**src/rtl/io_pkg.sv**
```systemverilog
// Shared I/O definitions for the board-input conditioning path and the
// processor I/O register block.
//   IO_WIDTH   : number of board input bits presented on fpga_in
//   db_state_t : per-bit debounce state; bit 1 of the encoding is the
//                accepted (stable) level
package io_pkg;

  localparam int IO_WIDTH = 9;

  typedef enum logic [1:0] {
    STABLE_LO = 2'b00,
    WAIT_HI   = 2'b01,
    STABLE_HI = 2'b11,
    WAIT_LO   = 2'b10
  } db_state_t;

endpackage

```
**src/rtl/input_debounce_capture_if.sv**
```systemverilog
// Bus between the I/O register block (master) and the input debounce/capture
// block (slave).
//   raw_in       : asynchronous pad inputs (master -> slave)
//   clear_en     : one-cycle flag clear strobe (master -> slave)
//   clear_mask   : bits whose rise/fall flags clear on clear_en (master -> slave)
//   stable_out   : debounced level per bit (slave -> master, fpga_in)
//   rise_flags   : sticky 0->1 events since last clear (slave -> master)
//   fall_flags   : sticky 1->0 events since last clear (slave -> master)
//   change_pulse : one-cycle pulse after any stable bit changed (slave -> master)
//   irq          : any rise/fall flag pending (slave -> master)
interface input_debounce_capture_if
  import io_pkg::*;
#(
  parameter int WIDTH = IO_WIDTH
);

  logic [WIDTH-1:0] raw_in;
  logic             clear_en;
  logic [WIDTH-1:0] clear_mask;
  logic [WIDTH-1:0] stable_out;
  logic [WIDTH-1:0] rise_flags;
  logic [WIDTH-1:0] fall_flags;
  logic             change_pulse;
  logic             irq;

  modport master (
    output raw_in, clear_en, clear_mask,
    input  stable_out, rise_flags, fall_flags, change_pulse, irq
  );

  modport slave (
    input  raw_in, clear_en, clear_mask,
    output stable_out, rise_flags, fall_flags, change_pulse, irq
  );

endinterface

```
**src/rtl/input_debounce_capture_debounce_bit.sv**
```systemverilog
// Single-bit conditioner: two-flop synchroniser, four-state debounce FSM and
// qualification counter.
//   clk, reset : clock and asynchronous active-high reset
//   raw        : asynchronous pad input
//   stable     : registered debounced level
//   rise_evt   : high in the cycle whose closing edge raises stable
//   fall_evt   : high in the cycle whose closing edge lowers stable
module debounce_bit
  import io_pkg::*;
#(
  parameter int DEBOUNCE_CYCLES = 16
) (
  input  logic clk,
  input  logic reset,
  input  logic raw,
  output logic stable,
  output logic rise_evt,
  output logic fall_evt
);

  localparam int CNT_W = $clog2(DEBOUNCE_CYCLES);
  localparam logic [CNT_W-1:0] CNT_LAST = CNT_W'(DEBOUNCE_CYCLES - 1);

  logic             s1;
  logic             s2;
  db_state_t        state;
  logic [CNT_W-1:0] cnt;
  logic             at_last;

  assign at_last  = (cnt == CNT_LAST);

  // Events are decoded from the current state so the top level can set its
  // sticky flags on the same edge that updates stable.
  assign rise_evt = (state == WAIT_HI) && s2 && at_last;
  assign fall_evt = (state == WAIT_LO) && !s2 && at_last;

  // Synchroniser for the asynchronous pad input.
  always_ff @(posedge clk or posedge reset) begin
    if (reset) begin
      s1 <= 1'b0;
      s2 <= 1'b0;
    end else begin
      s1 <= raw;
      s2 <= s1;
    end
  end

  // A new level is accepted only after DEBOUNCE_CYCLES consecutive
  // differing samples; any return to the old level restarts qualification.
  // The counter tops out at CNT_LAST, where the FSM always leaves the wait
  // state, so it can never wrap.
  always_ff @(posedge clk or posedge reset) begin
    if (reset) begin
      state  <= STABLE_LO;
      cnt    <= '0;
      stable <= 1'b0;
    end else begin
      case (state)
        STABLE_LO: begin
          if (s2) begin
            state <= WAIT_HI;
            cnt   <= CNT_W'(1);
          end
        end
        WAIT_HI: begin
          if (!s2) begin
            state <= STABLE_LO;
            cnt   <= '0;
          end else if (at_last) begin
            state  <= STABLE_HI;
            cnt    <= '0;
            stable <= 1'b1;
          end else begin
            cnt <= cnt + CNT_W'(1);
          end
        end
        STABLE_HI: begin
          if (!s2) begin
            state <= WAIT_LO;
            cnt   <= CNT_W'(1);
          end
        end
        WAIT_LO: begin
          if (s2) begin
            state <= STABLE_HI;
            cnt   <= '0;
          end else if (at_last) begin
            state  <= STABLE_LO;
            cnt    <= '0;
            stable <= 1'b0;
          end else begin
            cnt <= cnt + CNT_W'(1);
          end
        end
        default: begin
          state  <= STABLE_LO;
          cnt    <= '0;
          stable <= 1'b0;
        end
      endcase
    end
  end

endmodule

```
**src/rtl/input_debounce_capture.sv**
```systemverilog
// Board input conditioning: per-bit debounce plus sticky rise/fall event
// flags with masked clear, a change pulse and an interrupt request.
//   clk, reset : clock and asynchronous active-high reset
//   bus        : slave side of input_debounce_capture_if (raw_in, clear_en,
//                clear_mask in; stable_out, rise_flags, fall_flags,
//                change_pulse, irq out)
module input_debounce_capture
  import io_pkg::*;
#(
  parameter int WIDTH           = IO_WIDTH,
  parameter int DEBOUNCE_CYCLES = 16
) (
  input  logic                    clk,
  input  logic                    reset,
  input_debounce_capture_if.slave bus
);

  logic [WIDTH-1:0] stable_vec;
  logic [WIDTH-1:0] rise_evt;
  logic [WIDTH-1:0] fall_evt;
  logic [WIDTH-1:0] stable_d;
  logic [WIDTH-1:0] rise_q;
  logic [WIDTH-1:0] fall_q;
  logic [WIDTH-1:0] clr;
  logic             change_q;
  logic             irq_q;

  for (genvar i = 0; i < WIDTH; i++) begin : g_bit
    debounce_bit #(
      .DEBOUNCE_CYCLES(DEBOUNCE_CYCLES)
    ) u_bit (
      .clk      (clk),
      .reset    (reset),
      .raw      (bus.raw_in[i]),
      .stable   (stable_vec[i]),
      .rise_evt (rise_evt[i]),
      .fall_evt (fall_evt[i])
    );
  end

  assign clr = bus.clear_en ? bus.clear_mask : '0;

  // Clear is applied before set so an event arriving with a clear strobe is
  // kept. change_pulse and irq look at the already-updated stable/flag
  // registers, so they trail those by one cycle.
  always_ff @(posedge clk or posedge reset) begin
    if (reset) begin
      rise_q   <= '0;
      fall_q   <= '0;
      stable_d <= '0;
      change_q <= 1'b0;
      irq_q    <= 1'b0;
    end else begin
      rise_q   <= (rise_q & ~clr) | rise_evt;
      fall_q   <= (fall_q & ~clr) | fall_evt;
      stable_d <= stable_vec;
      change_q <= |(stable_vec ^ stable_d);
      irq_q    <= |(rise_q | fall_q);
    end
  end

  assign bus.stable_out   = stable_vec;
  assign bus.rise_flags   = rise_q;
  assign bus.fall_flags   = fall_q;
  assign bus.change_pulse = change_q;
  assign bus.irq          = irq_q;

endmodule

```
**src/flat_wrapper.sv**
```systemverilog
// flat-port wrapper written by rule: the top's interface ports become plain ports
module input_debounce_capture_flat import io_pkg::*;
#(
  parameter int WIDTH           = IO_WIDTH,
  parameter int DEBOUNCE_CYCLES = 16
)
  (clk, reset, bus_raw_in, bus_clear_en, bus_clear_mask, bus_stable_out, bus_rise_flags, bus_fall_flags, bus_change_pulse, bus_irq);
  input_debounce_capture_if #(.WIDTH(WIDTH)) bus_i ();
  input  logic clk;
  input  logic reset;
  input wire logic [$bits(bus_i.raw_in)-1:0] bus_raw_in;
  input wire logic [$bits(bus_i.clear_en)-1:0] bus_clear_en;
  input wire logic [$bits(bus_i.clear_mask)-1:0] bus_clear_mask;
  output wire logic [$bits(bus_i.stable_out)-1:0] bus_stable_out;
  output wire logic [$bits(bus_i.rise_flags)-1:0] bus_rise_flags;
  output wire logic [$bits(bus_i.fall_flags)-1:0] bus_fall_flags;
  output wire logic [$bits(bus_i.change_pulse)-1:0] bus_change_pulse;
  output wire logic [$bits(bus_i.irq)-1:0] bus_irq;
  assign bus_i.raw_in = bus_raw_in;
  assign bus_i.clear_en = bus_clear_en;
  assign bus_i.clear_mask = bus_clear_mask;
  assign bus_stable_out = bus_i.stable_out;
  assign bus_rise_flags = bus_i.rise_flags;
  assign bus_fall_flags = bus_i.fall_flags;
  assign bus_change_pulse = bus_i.change_pulse;
  assign bus_irq = bus_i.irq;
  input_debounce_capture #(.WIDTH(WIDTH), .DEBOUNCE_CYCLES(DEBOUNCE_CYCLES)) u_core (.clk(clk), .reset(reset), .bus(bus_i));
endmodule
```
**config.mk**
```make
export PLATFORM = sky130hd
export DESIGN_NAME = input_debounce_capture_flat
export DESIGN_NICKNAME = d
export VERILOG_FILES = /design/src/rtl/io_pkg.sv /design/src/rtl/input_debounce_capture_if.sv /design/src/rtl/input_debounce_capture_debounce_bit.sv /design/src/rtl/input_debounce_capture.sv /design/src/flat_wrapper.sv
export SDC_FILE = /design/constraint.sdc
export NUM_CORES = 1
export LEC_CHECK = 0
export CORE_ASPECT_RATIO = 1.75
export CORE_MARGIN = 1.5
export CORE_UTILIZATION = 55
export CTS_CLUSTER_DIAMETER = 120
export DETAILED_ROUTE_END_ITERATION = 8
export GPL_ROUTABILITY_DRIVEN = 1
export PLACE_DENSITY = 0.81
export SLEW_MARGIN = 5
export SYNTH_ARGS = -nofsm -noshare
export SYNTH_HDL_FRONTEND = slang
export SYNTH_SLANG_ARGS = --single-unit
```
**constraint.sdc**
```tcl
create_clock -name clk -period 9.4 [get_ports clk]
set_input_delay 1.88 -clock clk [delete_from_list [all_inputs] [get_ports clk]]
set_output_delay 1.88 -clock clk [all_outputs]
set_load 0.02 [all_outputs]
```
Word-level counts from Yosys, hierarchy flattened. Index checks and enable logic that the tools add are counted.

Add/sub/neg operators: 9. Equality and inequality tests: 108. Mux-type cells: 163. Bitwise logic cells: 7. Reduce and logical (&&, ||, !) cells: 92.

Operators with widths (number): 2-to-1 mux 4 bit (45); case mux 4 bit (4 select lines) (9); 2-to-1 mux 2 bit (54); != test 2 bit, second input constant (54); case mux 2 bit (4 select lines) (9); != test 3 bit, second input constant (18); AND reduction 5 bit (9); adder 4 x 1 -> 4 bit, second input constant (9); equality test 2 bit, second input constant (18); equality test 4 bit, second input constant (9); logical AND 1 bit (36); 2-to-1 mux 1 bit (36); AND reduction 4 bit (9); bitwise OR 9 bit (3); bitwise AND 9 bit (2); equality test 2 x 1 -> 1 bit, second input constant (9); logical NOT 2 bit (9); case mux 1 bit (2 select lines) (9); AND reduction 2 bit (9); nonzero test 2 bit (9); OR reduction 9 bit (2); logical NOT 1 bit (9); 2-to-1 mux 9 bit (1); inverter 9 bit (1); bitwise XOR 9 bit (1).

Flip-flop bits (word level): 110. Input port bits: 21.

Longest topological paths before layout.
Depth after elaboration: 4. Gate-level depth with buffers: 6.

Modules after synthesis. Synthesis repeated with hierarchy kept, for this count alone.

Cell total of the unflattened synthesis: 608. Area total of the unflattened synthesis: 6391.1 µm².

Modules (own cells, without submodules): debounce_bit (u_core.g_bit[4].u_bit ...) (instances 5, cells an instance 60, area an instance 588.1 µm², seq. area each 225.2 µm²); debounce_bit (u_core.g_bit[0].u_bit ...) (instances 4, cells an instance 58, area an instance 603.1 µm², seq. area each 225.2 µm²); input_debounce_capture (instances 1, cells an instance 76, area an instance 1038.5 µm², seq. area each 725.7 µm²).

Worst setup path before layout. No wires, ideal clock.

Path kind: input to register. From: input port bus_clear_en. To: register u_core.rise_q[0], in the netlist u_core.bus.rise_flags[0]. Arrival: 2.395 ns. Data required time: 9.278 ns. Path slack: 6.883 ns. Stages on the path: 3. Path through: clkbuf_1 > nand2_1 > a32o_1.

Word-level cells in the longest chain between the ends: 4.

Ends and longest elaborated chain: from (decl) (RTL line flat_wrapper.sv:12) `input wire logic [$bits(bus_i.clear_en)-1:0] bus_clear_en;`; 2-to-1 mux 9 bit (RTL line input_debounce_capture.sv:41) `assign clr = bus.clear_en ? bus.clear_mask : '0;`; inverter 9 bit (RTL line input_debounce_capture.sv:54) `rise_q <= (rise_q & ~clr) | rise_evt;`; bitwise AND 9 bit (RTL line input_debounce_capture.sv:54); bitwise OR 9 bit (RTL line input_debounce_capture.sv:54); to (signal assigned) (RTL line input_debounce_capture.sv:54); to (decl) (RTL line input_debounce_capture.sv:22) `logic [WIDTH-1:0] rise_q;`.

Every way passes these cells. A chain may end at the register's enable or synchronous reset.

Worst setup path in the final report.
From: register u_core.fall_q[2], in the netlist u_core.bus.fall_flags[2]. To: output port bus_fall_flags[2].

RTL lines: from (decl) (RTL line input_debounce_capture.sv:23) `logic [WIDTH-1:0] fall_q;`; from (signal assigned) (RTL line input_debounce_capture.sv:55) `fall_q <= (fall_q & ~clr) | fall_evt;`; to (decl) (RTL line flat_wrapper.sv:16) `output wire logic [$bits(bus_i.fall_flags)-1:0] bus_fall_flags;`.

No word-level cell between the ends.

==> results.md <==
Setup path:
- The category of the most critical setup path is reg2out.
- STA classifies the critical path endpoint as a primary output.
- The largest fanout on the critical path is 3.
- The largest single stage delay on the critical path is 0.65 ns.
- The highest-delay cell along the critical path is clkdlybuf4s50_1.
- The kind of cell adding the most delay to the critical path is buffers and inverters.
- The signal on the critical path passes through clkdlybuf4s50_1.
- Counting both buffers and inverters, the worst setup path holds a total of 1.
- The launching element type of the critical path is a flop.
- The endpoint of the lowest-slack register-to-register path is u_core.g_bit[4].u_bit.state[1].
- The number of cells traversed by the worst register-to-register path is 6.
- The register-to-register path setup slack is 7.55 ns.
- The startpoint of the worst register-to-register path is u_core.g_bit[4].u_bit.state[1].
- The launching element of the worst setup path is u_core.bus.fall_flags[2].
- STA puts the critical path data arrival time at about 1.5 ns.
- For the worst setup path, the data required time is 7.52 ns.
- The number of stages on the worst setup path is 1.

Routing:
- The average wire per standard cell is 16.1 um.
- In the routed design, unresolved DRC markers number 0.
- Dividing the detail-routed via count by the number of cells gives around 5.9.
- The remaining antenna violation count after routing is 0.
- Summing over every cut layer, the via total after detailed routing is 4336.
- The first routing iteration left 272 violations.
- The number of search-and-repair iterations in the first detailed-routing pass is 4.
- Wires add up to 11900 um.

Timing:
- The final setup violation count is 0.
- The headroom to the max-slew limit is 43.1%.
- The total count of max-transition violations in the final report is 0.
- The smallest clock period supported by the final layout is computed as ~3.3 ns.
- Static timing analysis puts the maximum clock frequency at 300 MHz.
- The final sum of negative setup slack is 0 ns.
- Setup repair after global routing left no endpoint under its margin.
- For the pin with the worst max-slew slack, the measured transition is 0.853 ns.
- The final setup slack of the worst path is 6.06 ns.
- The final worst-path cycle share is 35.5%.
- For the final database, setup skew stands at 0.00490 ns.
- The number of endpoints with negative hold slack in the final report is 0.

Power:
- Internal power comes to 1070 uW.
- The fraction of power spent switching nets is 37.1%.
- Combinational logic burns between 30% and 40% of the power.
- Of the total power, the clock network draws 23.7%.
- Summed over all nets, the switching power comes to between 600 and 700 uW.
- For this design the ratio of total power to cell area is roughly 250 nW/um2.
- The worst-case IR drop observed on VDD is 0.124 mV.
- Registers are responsible for 37.5% of the overall power.
- Summed over all cells, the static leakage comes to 0.00312 uW.

Finish:
- The number of inserted diodes is 0.
- In the final design database the tool counted 681 nets.
- The fraction of final layout cells sized beyond drive strength 1 is 5.40%.
- The layout filler cell count is 776.
- From synthesis to final layout, the design area changed by 14.6%.

Clocking:
- In this run, post-CTS hold repair placed 0 buffers.
- The number of instances resized during post-cts repair is 0.
- The post-CTS setup buffer count is 0.
- Clock tree synthesis found a total of 110 sinks.
- The H-tree depth is 3.
- The insertion delay of the later-clocked pin in the worst-skew pair is approximately 0.35 ns.
- The root buffer cell is clkbuf_16.
- Buffers inserted during clock tree synthesis total 9.
- The clock-pin slew on the worst setup and hold paths is 0.07 ns.
- The TritonCTS clock tree is yes.
- Counting along the longest clock path gives a buffer depth of 2.

Synthesis:
- The number of different library cells in the post-synthesis netlist is 45.
- The fraction of registers with async set/reset is 100%.
- By area the synthesized netlist is led by dfrtp_1 (47%), ha_1 (12%), o21ai_0 (4.9%).
- The post-synthesis sequential area ratio is 47.4%.
- The post-synth net total is 640.
- The Yosys warning count is 0.
- dfrtp_1 is the most common cell in the netlist.
- The most frequently used flop master after synthesis is dfrtp_1.
- The synthesized design contains 0 enable-type register cells.
- The post-synthesis average cell area is about 10 um2.
- After synthesis, the most frequently instantiated cells are dfrtp_1 (110), nand2_1 (63), o21ai_0 (57).
- The area fraction of the dominant cell type after synthesis is a little under half.
- The cell area that synthesis handed to floorplanning was just under 6000 um2.
- The post-synthesis cell type with the largest combined area is dfrtp_1.
- Synthesis inferred 110 register bits.
- The synthesized instance count is 565.

Placed design:
- Prior to clock tree synthesis, the placed netlist has a worst setup slack of 5.78 ns.
- The port buffer count is 49.
- Detailed placement ended at an HPWL of roughly 8600 um.
- Routability-driven placement finished with a final weighted congestion of 0.810.

Hold path:
- In this run the most critical hold path is launched from u_core.g_bit[6].u_bit.s1.
- The number of cells on the worst hold path is 0.
- The worst hold path terminates at u_core.g_bit[6].u_bit.s2.
- The type of the most critical hold path is reg2reg.

Floorplanning:
- For this configuration, the core starts out at a cell density of 56.4%.
- The area of the placeable core is 10300 um2.
- The standard-cell row count is 49.
- The full die area is 11200 um2.
- The height of the die is 139 um.
- The die is 80.7 um wide.
- The boundary pin count is 50.

Global routing:
- For this run the aggregate overflow at the end of global routing stands at 0.
- The number of antenna violations at the first check in global routing is 0.
- The global-route wire length before repair is 19700 um.
- The number of global-route vias before repair came to 4326.
- In the global route stage, overall resource usage came out at 22.7%.
- The pin count of the biggest net entering global routing is 72.

Outcome:
- The run finished with clean final reports.

Run:
- Max-cap violations in this run came to 0.
## state kept, by name (all words and copies together), names as in the netlist
signal,count
u_core.g_bit.u_bit.stable,9
u_core.g_bit.u_bit.s1,9
u_core.bus.change_pulse,1
u_core.g_bit.u_bit.s2,9
u_core.g_bit.u_bit.state,18
u_core.bus.rise_flags,9
u_core.bus.irq,1
u_core.bus.fall_flags,9
u_core.g_bit.u_bit.cnt,36
u_core.stable_d,9
## how the worst max path moves through the flow
stage	end	slack (ns)
2_1_floorplan	u_core.bus.change_pulse	4.62
3_3_place_gp	u_core.g_bit[5].u_bit.cnt[2]	5.81
3_5_place_dp	u_core.g_bit[5].u_bit.s2	5.78
4_1_cts	bus_stable_out[3]	6.06
5_1_grt	u_core.stable_d[1]	5.97
6_report	bus_fall_flags[2]	6.06
## logic make-up (layout without fill, tap and decap cells)
| group | after synthesis | in the layout | share of synthesized area, % |
|---|---|---|---|
| xor gates and xnor gates | 9 | 9 | 1.36 |
| AOI/OAI and AO/OA | 134 | 134 | 14.2 |
| adders and majority gates | 54 | 54 | 11.6 |
| buffers and inverters | 50 | 96 | 4.14 |
| and+or+nand+nor | 178 | 178 | 15.5 |
| DFF | 110 | 110 | 47.4 |
| muxes | 30 | 30 | 5.77 |
## layout by cell type (no fill, tap or decap), types with 3 or more instances in the layout
master,n
inv_1,29
clkbuf_16,9
nor2_1,23
o2bb2ai_1,6
dfrtp_1,110
nand2_1,63
mux2i_1,15
mux2_4,3
nand3_1,19
nand4b_1,8
a21o_1,4
and3_1,9
nor2b_1,6
a21oi_1,28
nor4_1,5
o21ai_0,57
and2_1,4
o211ai_1,4
mux2_2,10
or3_1,5
clkdlybuf4s50_1,49
a32o_1,9
o31ai_1,4
nor3_1,8
nand4_1,8
xor2_1,7
o21a_1,6
nand2b_1,11
ha_1,54
a31oi_1,5
nand3b_1,3
or4_1,3
## metrics by stage
step	total power (uW)	cell area (um2)	hold slack (ns)	cells	utilization [%]
6_report	1690	6660	0.350	738	64.6
5_1_grt	1810	6660	0.360	738	64.6
4_1_cts	1700	6660	0.351	738	64.6
3_5_place_dp	1290	6340	0.336	722	61.6
3_3_place_gp	1240	6340	0.333	722	61.6
2_1_floorplan	1140	5810	0.331	565	-
## area by class of cell
class | instances | area, um2 | area share, %
Clock buffer | 12 | 246 | 3.70
Inverter | 30 | 115 | 1.73
Multi-Input combinational cell | 405 | 2820 | 42.3
Timing Repair Buffer | 50 | 498 | 7.48
Clock inverter | 4 | 70.1 | 1.05
Tap cell | 127 | 159 | 2.39
Sequential cell | 110 | 2750 | 41.4
## metal layers
metal / global-route usage (%) / wire length, um
met2: 39.6 / 6330
met1: 25.3 / 4710
met5: 0 / 0
met4: 12.1 / 521
met3: 4.28 / 348
## power by group through the flow
stage | Sequential, uW | Combinational, uW | Clock [uW]
CTS | 634 | 657 | 408
global route | 645 | 736 | 430
floorplan | 617 | 520 | 0
global placement | 633 | 602 | 0
finish | 635 | 656 | 402
detailed placement | 641 | 647 | 0
No activity file was read; power rests on OpenSTA's default activity.
